File: config.mk
export PLATFORM = sky130hd
export DESIGN_NAME = fp_single_divider
export DESIGN_NICKNAME = d
export VERILOG_FILES = /design/src/rtl/fp_single_divider.sv
export SDC_FILE = /design/constraint.sdc
export NUM_CORES = 1
export LEC_CHECK = 0
export BUFFER_PORTS_ARGS = -buffer_cell sky130_fd_sc_hd__buf_4
export CORE_MARGIN = 2
export CORE_UTILIZATION = 55
export CTS_CLUSTER_DIAMETER = 80
export CTS_CLUSTER_SIZE = 25
export DETAILED_ROUTE_END_ITERATION = 8
export PLACE_DENSITY = 0.83
export SYNTH_ARGS = -nofsm -noshare
export SYNTH_HDL_FRONTEND = slang
export SYNTH_SLANG_ARGS = --single-unit
export TNS_END_PERCENT = 10
File: constraint.sdc
create_clock -name clk -period 4.9 [get_ports clk]
set_input_delay 1.47 -clock clk [delete_from_list [all_inputs] [get_ports clk]]
set_output_delay 1.47 -clock clk [all_outputs]
set_load 0.02 [all_outputs]
File: src/rtl/fp_single_divider.sv
// fp_single_divider: multi-cycle binary16 divider, z = a / b.
//
// Restoring division develops one quotient bit per cycle. The result is rounded to
// nearest-even and fully handles subnormals, zeros, infinities and NaNs.
// The handshake matches fp_single_multiplier, so either unit can sit behind
// the same controller.
//
// Ports:
//   clk      - system clock, rising edge
//   reset    - asynchronous active-low reset
//   start    - request, sampled only while idle
//   input_a  - dividend (binary16)
//   input_b  - divisor (binary16)
//   output_z - quotient (binary16), held until the next result
//   ack      - one-cycle pulse, operands accepted
//   done     - one-cycle pulse, output_z valid this cycle
//   busy     - high from acceptance until done inclusive
module fp_single_divider #(
    parameter int unsigned WIDTH    = 16,
    parameter int unsigned EXP_BITS = 5,
    parameter int unsigned MAN_BITS = 10,
    parameter int unsigned QBITS    = 14
) (
    input  logic             clk,
    input  logic             reset,
    input  logic             start,
    input  logic [WIDTH-1:0] input_a,
    input  logic [WIDTH-1:0] input_b,
    output logic [WIDTH-1:0] output_z,
    output logic             ack,
    output logic             done,
    output logic             busy
);

    localparam int unsigned SIG = MAN_BITS + 1;  // significand incl. hidden bit
    localparam int unsigned REM = SIG + 1;       // partial remainder width

    localparam logic [EXP_BITS-1:0] EXP_ONES = {EXP_BITS{1'b1}};
    localparam logic [MAN_BITS-1:0] MAN_ZERO = {MAN_BITS{1'b0}};
    localparam logic [WIDTH-1:0]    QNAN     =
        {1'b0, EXP_ONES, 1'b1, {(MAN_BITS-1){1'b0}}};
    localparam logic signed [7:0]   SHIFT_SAT = 8'sd13;

    typedef enum logic [2:0] {
        StIdle, StUnpack, StSpecial, StDivide, StNorm, StRound, StPack
    } state_t;

    state_t state_q, state_d;

    logic [WIDTH-1:0]      a_q, b_q;
    logic                  sign_q;
    logic signed [7:0]     exp_a_q, exp_b_q, exp_q;
    logic [SIG-1:0]        man_a_q, man_b_q;
    logic [REM-1:0]        rem_q;
    logic [QBITS-1:0]      quot_q;
    logic [3:0]            count_q;
    logic                  sticky_q;
    logic [MAN_BITS-1:0]   man_q;
    logic                  spec_q;
    logic [WIDTH-1:0]      spec_z_q;
    logic [WIDTH-1:0]      z_q;
    logic                  done_q;

    // Distance to shift a significand left so its top bit is set.
    function automatic logic [3:0] lead_shift(input logic [SIG-1:0] m);
        logic [3:0] s;
        s = '0;
        for (int i = 0; i < SIG; i++) begin
            if (m[i]) s = 4'(SIG - 1 - i);
        end
        return s;
    endfunction

    // ---------------------------------------------------------------- classification
    logic [EXP_BITS-1:0] a_exp, b_exp;
    logic [MAN_BITS-1:0] a_man, b_man;
    logic a_nan, a_inf, a_zero, b_nan, b_inf, b_zero;

    always_comb begin
        a_exp  = a_q[WIDTH-2 -: EXP_BITS];
        b_exp  = b_q[WIDTH-2 -: EXP_BITS];
        a_man  = a_q[MAN_BITS-1:0];
        b_man  = b_q[MAN_BITS-1:0];
        a_nan  = (&a_exp) & (|a_man);
        a_inf  = (&a_exp) & ~(|a_man);
        a_zero = ~(|a_exp) & ~(|a_man);
        b_nan  = (&b_exp) & (|b_man);
        b_inf  = (&b_exp) & ~(|b_man);
        b_zero = ~(|b_exp) & ~(|b_man);
    end

    // ---------------------------------------------------------------- unpack
    logic [SIG-1:0]    a_sig, b_sig, a_norm, b_norm;
    logic [3:0]        a_shift, b_shift;
    logic signed [7:0] a_unb, b_unb, a_adj, b_adj;

    always_comb begin
        // Subnormals carry exponent -14 and no hidden bit, then get normalised.
        a_sig   = {|a_exp, a_man};
        b_sig   = {|b_exp, b_man};
        a_shift = lead_shift(a_sig);
        b_shift = lead_shift(b_sig);
        a_norm  = a_sig << a_shift;
        b_norm  = b_sig << b_shift;
        a_unb   = (|a_exp) ? $signed(8'(a_exp)) - 8'sd15 : -8'sd14;
        b_unb   = (|b_exp) ? $signed(8'(b_exp)) - 8'sd15 : -8'sd14;
        a_adj   = a_unb - $signed({4'b0000, a_shift});
        b_adj   = b_unb - $signed({4'b0000, b_shift});
    end

    // ---------------------------------------------------------------- special cases
    logic             spec_hit;
    logic [WIDTH-1:0] spec_val;

    always_comb begin
        spec_hit = 1'b1;
        spec_val = QNAN;
        if (a_nan | b_nan) begin
            spec_val = QNAN;
        end else if ((a_inf & b_inf) | (a_zero & b_zero)) begin
            spec_val = QNAN;
        end else if (a_inf | b_zero) begin
            spec_val = {sign_q, EXP_ONES, MAN_ZERO};
        end else if (a_zero | b_inf) begin
            spec_val = {sign_q, {(WIDTH-1){1'b0}}};
        end else begin
            spec_hit = 1'b0;
        end
    end

    // ---------------------------------------------------------------- divide step
    logic           rem_ge;
    logic [REM-1:0] rem_sub, rem_d;

    always_comb begin
        rem_ge  = rem_q >= {1'b0, man_b_q};
        rem_sub = rem_ge ? rem_q - {1'b0, man_b_q} : rem_q;
        // rem_sub < divisor, so the shift never drops a set bit
        rem_d   = rem_sub << 1;
    end

    // ---------------------------------------------------------------- normalise
    logic [QBITS-1:0]  nq_shifted, nq_final;
    logic signed [7:0] ne, ne_final, n_dist;
    logic [3:0]        n_sh;
    logic              n_lost;

    always_comb begin
        nq_shifted = quot_q[QBITS-1] ? quot_q : quot_q << 1;
        ne         = quot_q[QBITS-1] ? exp_q : exp_q - 8'sd1;
        n_dist     = 8'sd1 - ne;
        n_sh       = '0;
        n_lost     = 1'b0;
        nq_final   = nq_shifted;
        ne_final   = ne;
        if (ne < 8'sd1) begin
            // Denormalise into the subnormal range; lost bits feed sticky.
            n_sh     = (n_dist > SHIFT_SAT) ? SHIFT_SAT[3:0] : n_dist[3:0];
            n_lost   = |(nq_shifted & ~({QBITS{1'b1}} << n_sh));
            nq_final = nq_shifted >> n_sh;
            ne_final = 8'sd0;
        end
    end

    // ---------------------------------------------------------------- round
    logic              r_up, r_sticky;
    logic [SIG:0]      r_sum;
    logic [MAN_BITS-1:0] r_man;
    logic signed [7:0] r_exp;

    always_comb begin
        // quot_q = {significand[10:0], guard, round, sticky}
        r_sticky = quot_q[0] | sticky_q | (|rem_q);
        r_up     = quot_q[2] & (quot_q[1] | r_sticky | quot_q[3]);
        r_sum    = {1'b0, quot_q[QBITS-1 -: SIG]} + {{SIG{1'b0}}, r_up};
        if (r_sum[SIG]) begin
            r_man = r_sum[MAN_BITS:1];
            r_exp = exp_q + 8'sd1;
        end else begin
            r_man = r_sum[MAN_BITS-1:0];
            // A subnormal that rounds up into the hidden bit becomes normal.
            r_exp = (exp_q == 8'sd0 && r_sum[MAN_BITS]) ? 8'sd1 : exp_q;
        end
    end

    // ---------------------------------------------------------------- pack
    logic [WIDTH-1:0] z_pack;

    always_comb begin
        if (spec_q) begin
            z_pack = spec_z_q;
        end else if (exp_q >= 8'sd31) begin
            z_pack = {sign_q, EXP_ONES, MAN_ZERO};
        end else begin
            z_pack = {sign_q, exp_q[EXP_BITS-1:0], man_q};
        end
    end

    // ---------------------------------------------------------------- FSM
    always_ff @(posedge clk or negedge reset) begin
        if (!reset) begin
            state_q <= StIdle;
        end else begin
            state_q <= state_d;
        end
    end

    always_comb begin
        state_d = state_q;
        unique case (state_q)
            StIdle:    if (start) state_d = StUnpack;
            StUnpack:  state_d = StSpecial;
            StSpecial: state_d = spec_hit ? StPack : StDivide;
            StDivide:  if (count_q == 4'(QBITS - 1)) state_d = StNorm;
            StNorm:    state_d = StRound;
            StRound:   state_d = StPack;
            StPack:    state_d = StIdle;
            default:   state_d = StIdle;
        endcase
    end

    always_comb begin
        ack      = (state_q == StUnpack);
        busy     = (state_q != StIdle) | done_q;
        done     = done_q;
        output_z = z_q;
    end

    // ---------------------------------------------------------------- datapath
    always_ff @(posedge clk or negedge reset) begin
        if (!reset) begin
            a_q      <= '0;
            b_q      <= '0;
            sign_q   <= 1'b0;
            exp_a_q  <= '0;
            exp_b_q  <= '0;
            exp_q    <= '0;
            man_a_q  <= '0;
            man_b_q  <= '0;
            rem_q    <= '0;
            quot_q   <= '0;
            count_q  <= '0;
            sticky_q <= 1'b0;
            man_q    <= '0;
            spec_q   <= 1'b0;
            spec_z_q <= '0;
            z_q      <= '0;
            done_q   <= 1'b0;
        end else begin
            done_q <= 1'b0;
            unique case (state_q)
                StIdle: begin
                    if (start) begin
                        a_q <= input_a;
                        b_q <= input_b;
                    end
                end
                StUnpack: begin
                    sign_q  <= a_q[WIDTH-1] ^ b_q[WIDTH-1];
                    exp_a_q <= a_adj;
                    exp_b_q <= b_adj;
                    man_a_q <= a_norm;
                    man_b_q <= b_norm;
                end
                StSpecial: begin
                    spec_q   <= spec_hit;
                    spec_z_q <= spec_val;
                    exp_q    <= exp_a_q - exp_b_q + 8'sd15;
                    rem_q    <= {1'b0, man_a_q};
                    quot_q   <= '0;
                    count_q  <= '0;
                    sticky_q <= 1'b0;
                end
                StDivide: begin
                    rem_q   <= rem_d;
                    quot_q  <= {quot_q[QBITS-2:0], rem_ge};
                    count_q <= count_q + 4'd1;
                end
                StNorm: begin
                    quot_q   <= nq_final;
                    exp_q    <= ne_final;
                    sticky_q <= sticky_q | n_lost;
                end
                StRound: begin
                    exp_q <= r_exp;
                    man_q <= r_man;
                end
                StPack: begin
                    z_q    <= z_pack;
                    done_q <= 1'b1;
                end
                default: ;
            endcase
        end
    end

endmodule
=== Word-level counts from Yosys, hierarchy flattened ===
Cells that the tools add are included.
W data, S select, Z words.

* Flip-flop bits (word level): 157
* Output and inout bits: 19

* Bitwise operators: 26
* Equality and inequality tests: 10
* Magnitude comparators: 4
* Reduce and logical (&&, ||, !) cells: 19
* Multiplexer cells: 54
* Add/subtract/negate cells: 12
* Shift operators: 4

{| class="wikitable"
|+ Operator list
! operator !! count
|-
| $mux W4 || 23
|-
| $mux W16 || 5
|-
| $mux W8 || 6
|-
| $pmux W14 S3 || 1
|-
| $mux W14 || 2
|-
| $pmux W12 S2 || 1
|-
| $pmux W8 S3 || 1
|-
| $shl A11 B4 Y11 || 2
|-
| $reduce_or A10 Y1 || 2
|-
| $pmux W3 S6 || 1
|-
| $sub A8 B5 Y8 || 2
|-
| $mux W15 || 1
|-
| $and A14 B14 Y14 || 1
|-
| $not A14 Y14 || 1
|-
| $reduce_or A14 Y1 || 1
|-
| $shl A14 B4 Y14 const A || 1
|-
| $shr A14 B4 Y14 || 1
|-
| $add A11 B1 Y12 || 1
|-
| $ge A12 B11 Y1 || 1
|-
| $reduce_or A12 Y1 || 1
|-
| $sub A5 B4 Y6 const B || 2
|-
| $mux W11 || 1
|-
| $sub A11 B11 Y11 || 1
|-
| $mux W10 || 1
|-
| 31 further kinds || 69
|}

=== Logic depth before layout (Yosys ltp) ===
Gate-level depths: netlist of run 1.

* Word-level depth: 12
* Gate-level depth with buffers: 20
* Mapped depth without buffers: 15

=== Least setup slack after synthesis of run 1 ===
No wires, ideal clock.

* Path kind: register -> register
* Start: reg exp_q[0]
* End: reg sticky_q
* Setup time: 0.134 ns
* Path buffers: 5
* Cell stages (with the launch flop): 20
* Period minus slack after synthesis: 4.302 ns
* Arrival: 4.168 ns
* Path slack: 0.598 ns
* Cell sequence: dfrtp_1 clkbuf_1 inv_1 ha_1 nand2b_1 and2_1 clkbuf_1 inv_1 clkbuf_1 clkbuf_1 ha_1 xor2_1 a32oi_1 o31ai_4 and2_1 buf_6 o311ai_0 a211o_1 a2111oi_0 o21ai_1

* Cells in the longest elaborated chain, start to end: 12
* Elaborated cells between the ends (all ways): 13

{| class="wikitable"
|+ RTL lines
! item !! RTL line !! text
|-
| from (decl) || 52 || <nowiki>logic signed [7:0] exp_a_q, exp_b_q, exp_q;</nowiki>
|-
| from (signal assigned) || 268 || <nowiki>exp_q <= exp_a_q - exp_b_q + 8'sd15;</nowiki>
|-
| from (signal assigned) || 281 || <nowiki>exp_q <= ne_final;</nowiki>
|-
| from (signal assigned) || 285 || <nowiki>exp_q <= r_exp;</nowiki>
|-
| $sub A8 B2 Y8 || 150 || <nowiki>ne = quot_q[QBITS-1] ? exp_q : exp_q - 8'sd1;</nowiki>
|-
| $mux W8 (*) || 150 ||
|-
| $sub A2 B8 Y8 || 151 || <nowiki>n_dist = 8'sd1 - ne;</nowiki>
|-
| $gt A8 B5 Y1 || 158 || <nowiki>n_sh = (n_dist > SHIFT_SAT) ? SHIFT_SAT[3:0] : n_dist[3:0];</nowiki>
|-
| $mux W4 || 158 ||
|-
| $shl A14 B4 Y14 || 159 || <nowiki>n_lost = |(nq_shifted & ~({QBITS{1'b1}} << n_sh));</nowiki>
|-
| $not A14 Y14 || 159 ||
|-
| $and A14 B14 Y14 || 159 ||
|-
| $reduce_or A14 Y1 || 159 ||
|-
| $mux W1 (*) || 156 || <nowiki>if (ne < 8'sd1) begin</nowiki>
|-
| $or A1 B1 Y1 (*) || 282 || <nowiki>sticky_q <= sticky_q | n_lost;</nowiki>
|-
| $pmux W1 S2 (*) || 251 || <nowiki>unique case (state_q)</nowiki>
|-
| to (signal assigned) || 282 ||
|-
| to (decl) || 57 || <nowiki>logic sticky_q;</nowiki>
|}

Every way passes the cells marked *; elsewhere a longest branch is shown, timed or not.
A chain may end at the register's enable or synchronous reset.

=== Final worst setup path of run 1 ===
Same ends and word-level chain as after synthesis.

==> results of run 1 <==
worst max-delay path by stage:
stage	endpoint	startpoint	cells after the start
final	sticky_q$_DFFE_PN0P_	exp_q[0]$_DFFE_PN0P_	13
after global routing	sticky_q$_DFFE_PN0P_	exp_q[0]$_DFFE_PN0P_	13
after CTS	sticky_q$_DFFE_PN0P_	exp_q[0]$_DFFE_PN0P_	13
after detailed placement	sticky_q$_DFFE_PN0P_	exp_q[0]$_DFFE_PN0P_	13
after global placement	sticky_q$_DFFE_PN0P_	exp_q[0]$_DFFE_PN0P_	13
after floorplan	sticky_q$_DFFE_PN0P_	exp_q[0]$_DFFE_PN0P_	19
registers in the layout, indices dropped and copies added (netlist names), 3 cells and up:
register and flops:
a_q 16, b_q 16, output_z 16, quot_q 14, rem_q 12, man_a_q 11
man_b_q 11, man_q 10, exp_a_q 8, exp_b_q 8, exp_q 8, count_q 4
spec_z_q 3, state_q 3
stage by stage:
| stage | instance area, sq um | utilization, % |
|---|---|---|
| after global routing | 11100 | 62.1 |
| after floorplan | 9910 | - |
| after CTS | 11100 | 62.1 |
| after detailed placement | 10500 | 58.7 |
| final | 11100 | 62.1 |
| after global placement | 10500 | 58.7 |
final cells by class:
cell class | count | share of cell area [%]
Multi-Input combinational cell | 886 | 52.1
Sequential cell | 144 | 32.5
Tap cell | 229 | 2.59
Inverter | 63 | 2.13
Clock buffer | 21 | 4.16
Clock inverter | 11 | 1.38
Timing Repair Buffer | 73 | 5.09
synth_stat cells (all sizes together) (12+ instances only):
library cell  count
nand3            22
dfrtp           144
ha               43
a21o             13
o21ai           136
xor2             20
nand2b           15
nor3             25
and3             13
mux2             32
a221oi           13
o31ai            12
a21oi            64
xnor2            26
mux2i            42
clkbuf           66
nor2             85
nand2           156
inv              61
a31oi            14
logic make-up after synthesis:
| family | Yosys count | synth area share (%) |
|---|---|---|
| AOI/OAI and AO/OA | 350 | 22.6 |
| xor gates and xnor gates | 46 | 4.14 |
| adders and majority gates | 47 | 6.24 |
| buffers and inverters | 137 | 5.38 |
| DFF | 144 | 36.4 |
| muxes | 74 | 7.88 |
| and+or+nand+nor | 369 | 17.4 |
worst reg2reg max path, delay by kind of cell (launching register included):
family / cells / cell delay, ns
xor gates and xnor gates: 1 / 0.35
DFF: 1 / 0.56
AOI/OAI and AO/OA: 6 / 1.37
and+or+nand+nor: 3 / 0.96
adders and majority gates: 2 / 0.50
buffers and inverters: 1 / 0.17
routing by layer:
metal  vias up  track usage [%]  routed length (um)  part of all wire [%]
met3        81             4.95                1580                   5.9
met4         0             13.3                1050                   3.9
li1       4227                -                   -                     -
met5         -                0                   0                     0
met2       371             47.6               12900                    48
met1      4292             36.0               11300                    42
==> impl_metrics.toml, run 1 <==
[worst_setup_path]
timing.rr.start = "exp_q[0]$_DFFE_PN0P_"
crit_path_end_kind = "register"
crit_required_ns = 5.21
critical_path.cell_chain = "inv_1 -> ha_1 -> nor3b_1 -> nor2_1 -> ha_1 -> xor2_1 -> a32oi_1 -> o31ai_4 -> and2_1 -> o311ai_0 -> a211o_1 -> a2111oi_0 -> o21ai_1"
reg2reg_slack_ns = 0.88
startpoint_type = "register"
crit_fanout = 14
crit_path_frequent_cell = "ha_1"
worst-path-buf-inv = 1
cp_top_family = "compound AO/OA/AOI/OAI gates"
max_stage_delay_ns = 0.56
reg2reg_depth = 13
worstSetupPathType = "register to register"
arrival_ns = 4.33
cp_slowest_cell = "dfrtp_1"
r2r-end = "sticky_q$_DFFE_PN0P_"

[placed_design]
dp_cells = 1395
gp_congestion = 0.939
place_hpwl_um = 18900
io_buffers = 53
dp_slack_ns = 0.916

[global_routing]
grt_max_degree = 86
grt_pass1_vias = 8655
gr-total-overflow = 0
antenna_found_initial = 0
grt_pass1_wl_um = 44400
grt_util_all_layers_pct = 28.4

[route]
ant_nets = 0
vias = 8971
detail_route.wl_per_cell_um = 18.8
vias_per_cell = 6.29
first_pass_iters = 6
drcViolationCount = 0
drtIter0Drc = 645
routed_wl_um = 26800

[cts]
cts_sinks = 144
hold_buffers = 0
cts_tree = "yes"
clockBufferDepth = 2
root_buffer = "clkbuf_16"
postCtsSetupBuffers = 0
cts_max_level = 4
insertion_delay_ns = 0.44
cts_repair_resize_count = 0
clk_pin_slew_worst_paths_ns = 0.07
numCtsBuffers = 17

[synth]
async_flop_share_pct = 100
synth.distinct_cells = 75
yosysSeqAreaShare_pct = 36.4
synth_top_area_share_pct = 36.4
yosys_warnings = 0
synth_area_sq_um = 9910
yosysTopAreaCell = "dfrtp_1"
syn_nets = 1249
syn_avg_cell_area_sq_um = 8.49
synth_edf_count = 0
ys.flop_type = "dfrtp_1"
synth_area_leaders = "dfrtp_1 (36%), o21ai_0 (6.7%), nand2_1 (5.9%)"
ys_ff_latch = 144
synth_cells = 1167

[finish]
synthToLayoutAreaGrowth_pct = 11.8
layout_common_cells = "nand2_1 (155), dfrtp_1 (144), o21ai_0 (133)"
multi_input_area_sq_um = 5780
fillCellCount = 1496
seq_area_sq_um = 3600
final_common_cell = "nand2_1"
drive_above_1_share_pct = 12.8
layout.cells.non_filler = 1427
antenna_cells = 0
final_nets = 1267

[sta]
slew-limit-headroom_pct = 38.4
rsz0062_at_grt = "false"
tns_ns = 0
clock_skew_ns = 0.0117
tightest_slew_ns = 0.912
fmax_mhz = 249
setup_violations = 0
finalHoldViolations = 0
fin_ws_ns = 0.880
timing.final.crit_share_pct = 82.0
final.min_clock_period_ns = 4.02
hold_ws_ns = 0.474
drv_slew = 0

[run]
max_cap_viol_count = 0

[die]
dieArea_sq_um = 19100
ioPinCount = 54
die_x_um = 138
rows = 49
fp.dieH_um = 138
core_sq_um = 17800
initial_core_util_pct = 55.5

[worst_hold_path]
hold_depth = 2
min_from = "man_a_q[4]$_DFFE_PN0P_"
hold_path_class = "register to register"
min_to = "man_a_q[4]$_DFFE_PN0P_"

[outcome]
status = "finished, final reports clean"
Power of run 1 is not shown: default switching activity piles up to over one toggle a cycle in this logic, so the estimate is an artifact.
==> run 2: changes to the inputs <==
--- a/config.mk
+++ b/config.mk
@@ -5,13 +5,14 @@
 export SDC_FILE = /design/constraint.sdc
 export NUM_CORES = 1
 export LEC_CHECK = 0
+export ABC_AREA = 1
 export BUFFER_PORTS_ARGS = -buffer_cell sky130_fd_sc_hd__buf_4
 export CORE_MARGIN = 2
 export CORE_UTILIZATION = 55
 export CTS_CLUSTER_DIAMETER = 80
 export CTS_CLUSTER_SIZE = 25
 export DETAILED_ROUTE_END_ITERATION = 8
-export PLACE_DENSITY = 0.83
+export PLACE_DENSITY = 0.86
 export SYNTH_ARGS = -nofsm -noshare
 export SYNTH_HDL_FRONTEND = slang
 export SYNTH_SLANG_ARGS = --single-unit
==> constraint.sdc (replaced) <==
create_clock -name clk -period 3.3 [get_ports clk]
set_input_delay 0.99 -clock clk [delete_from_list [all_inputs] [get_ports clk]]
set_output_delay 0.99 -clock clk [all_outputs]
set_load 0.02 [all_outputs]
==> run 2 against run 1 <==
Net effect:
- sequential share of layout area is 0.38 points lower
- register-to-register slack worse by 0.63 ns
- final area is 1.2% higher
- worst hold slack better by 0.013 ns
- cell count is 15% higher
- non-clock buffer count is 17 higher
- die area is 0.79% lower
- critical path type is now register to output pin
- critical endpoint is now ack
==> impl_metrics.toml, run 2 <==
[outcome]
status = "finished, final reports clean"

[worst_setup_path]
cp_top_family = "simple AND/OR/NAND/NOR gates"
startpoint_type = "register"
cp_slowest_cell = "dfrtp_1"
critical_path.cell_chain = "inv_1 -> nor2_1 -> inv_1 -> nor2_1 -> buf_4"
crit_fanout = 8
max_stage_delay_ns = 0.48
crit_path_end_kind = "output pin"
worstSetupPathType = "register to output pin"
crit_required_ns = 2.31
worst-path-buf-inv = 3
arrival_ns = 2.09

[route]
drtIter0Drc = 801
vias_per_cell = 5.78
routed_wl_um = 26300
detail_route.wl_per_cell_um = 16.1
drcViolationCount = 0
first_pass_iters = 6
ant_nets = 0
vias = 9475

[die]
rows = 48
initial_core_util_pct = 56.6
die_x_um = 138
dieArea_sq_um = 19000
fp.dieH_um = 138
core_sq_um = 17400
ioPinCount = 54

[placed_design]
dp_slack_ns = 0.236
gp_congestion = 0.998
place_hpwl_um = 19500
io_buffers = 53

[synth]
yosysTopAreaCell = "dfrtp_1"
async_flop_share_pct = 100
ys_ff_latch = 144
synth_area_leaders = "dfrtp_1 (37%), nand2_1 (9.9%), inv_1 (6.5%)"
syn_avg_cell_area_sq_um = 7.35
syn_nets = 1419
synth_area_sq_um = 9830
ys.flop_type = "dfrtp_1"
yosys_warnings = 0
synth.distinct_cells = 56
synth_cells = 1337
yosysSeqAreaShare_pct = 36.7
synth_common_cells = "nand2_1 (260), inv_1 (170), dfrtp_1 (144)"
yosysMostFrequentCell = "nand2_1"
synth_top_area_share_pct = 36.7
synth_edf_count = 0

[pwr]
power.density_nw_per_um2 = 1230
p_leak_nw = 5.43
ir_worst_vdd_mv = 0.702

[sta]
clock_skew_ns = 0.0105
drv_slew = 0
finalHoldViolations = 0
fin_ws_ns = 0.217
timing.final.crit_share_pct = 93.4
hold_ws_ns = 0.488
rsz0062_at_grt = "false"
slew-limit-headroom_pct = 58.0
fmax_mhz = 324
tns_ns = 0
final.min_clock_period_ns = 3.08
setup_violations = 0
tightest_slew_ns = 0.623

[global_routing]
grt_pass1_vias = 8964
grt_pass1_wl_um = 43300
gr-total-overflow = 0
grt_util_all_layers_pct = 29.3
antenna_found_initial = 0
grt_max_degree = 58

[cts]
cts_sinks = 144
insertion_delay_ns = 0.44
cts_tree = "yes"
cts_max_level = 4
numCtsBuffers = 17
clk_pin_slew_worst_paths_ns = 0.06
root_buffer = "clkbuf_16"
hold_buffers = 0
postCtsSetupBuffers = 0
clockBufferDepth = 2
cts_repair_resize_count = 0

[finish]
drive_above_1_share_pct = 12.7
antenna_cells = 0
synthToLayoutAreaGrowth_pct = 14.1
fillCellCount = 1412
final_nets = 1484
final_common_cell = "nand2_1"
layout_common_cells = "nand2_1 (260), inv_1 (170), dfrtp_1 (144)"

[worst_hold_path]
hold_path_class = "register to register"

[run]
max_cap_viol_count = 0
run 2: cells by family (layout without fill, tap and decap cells):
family	Yosys count	after routing	synth area share (%)
buffers and inverters	229	306	9.58
DFF	144	144	36.7
adders and majority gates	47	47	6.29
and+or+nand+nor	577	577	26.1
muxes	4	4	0.433
AOI/OAI and AO/OA	305	305	18.1
xor gates and xnor gates	31	31	2.76
run 2: final cells by class:
type                       count  area (sq um)  area share (%)
clock buffer                  18           429            3.83
clock inverter                13           209            1.86
inverter                     185           697            6.22
multi-input combinational    964          5300            47.3
sequential                   144          3600            32.1
tap                          225           282            2.51
timing repair buffer          90           692            6.17
run 2: layer usage:
layer | vias up | wire [um] | track usage (%)
li1 | 4582 | - | -
met1 | 4471 | 11200 | 35.8
met3 | 72 | 1370 | 5.37
met2 | 350 | 12900 | 50.7
met5 | - | 0 | 0
met4 | 0 | 913 | 11.9
run 2: final timing paths:
check	startpoint	endpoint	slack, ns	cells past startpoint
min reg2reg	output_z[1]$_DFFE_PN0P_	output_z[1]$_DFFE_PN0P_	0.49	2
max reg2reg	exp_q[1]$_DFFE_PN0P_	quot_q[12]$_DFFE_PN0P_	0.25	19
max in group asynchronous	reset	quot_q[3]$_DFFE_PN0P_	2.11	2
max	state_q[0]$_DFFE_PN0P_	ack	0.22	5
min in group asynchronous	reset	rem_q[10]$_DFFE_PN0P_	0.52	1
min	output_z[1]$_DFFE_PN0P_	output_z[1]$_DFFE_PN0P_	0.49	2
run 2: power by group:
part           internal [mW]  switching [mW]
combinational           2.96            5.49
clock                   1.34           0.786
sequential              2.57           0.642
run 2: worst register-to-register path, delay by kind of cell, from the launching register on:
kind | cells | cell delay (ns)
simple gates | 12 | 1.60
fa+ha+maj | 2 | 0.49
compound gates | 1 | 0.17
buf+inv | 4 | 0.30
flops | 1 | 0.40
run 2: metrics by stage:
step	utilization (%)	total power, mW	instances	instance area [sq um]
floorplan	-	9.31	1337	9830
global placement	60.9	11.2	1608	10600
detailed placement	60.9	11.4	1608	10600
CTS	64.5	13.6	1639	11200
global route	64.6	14.9	1639	11200
finish	64.6	13.8	1639	11200
Note: power is estimated with default switching activity, not from simulation.
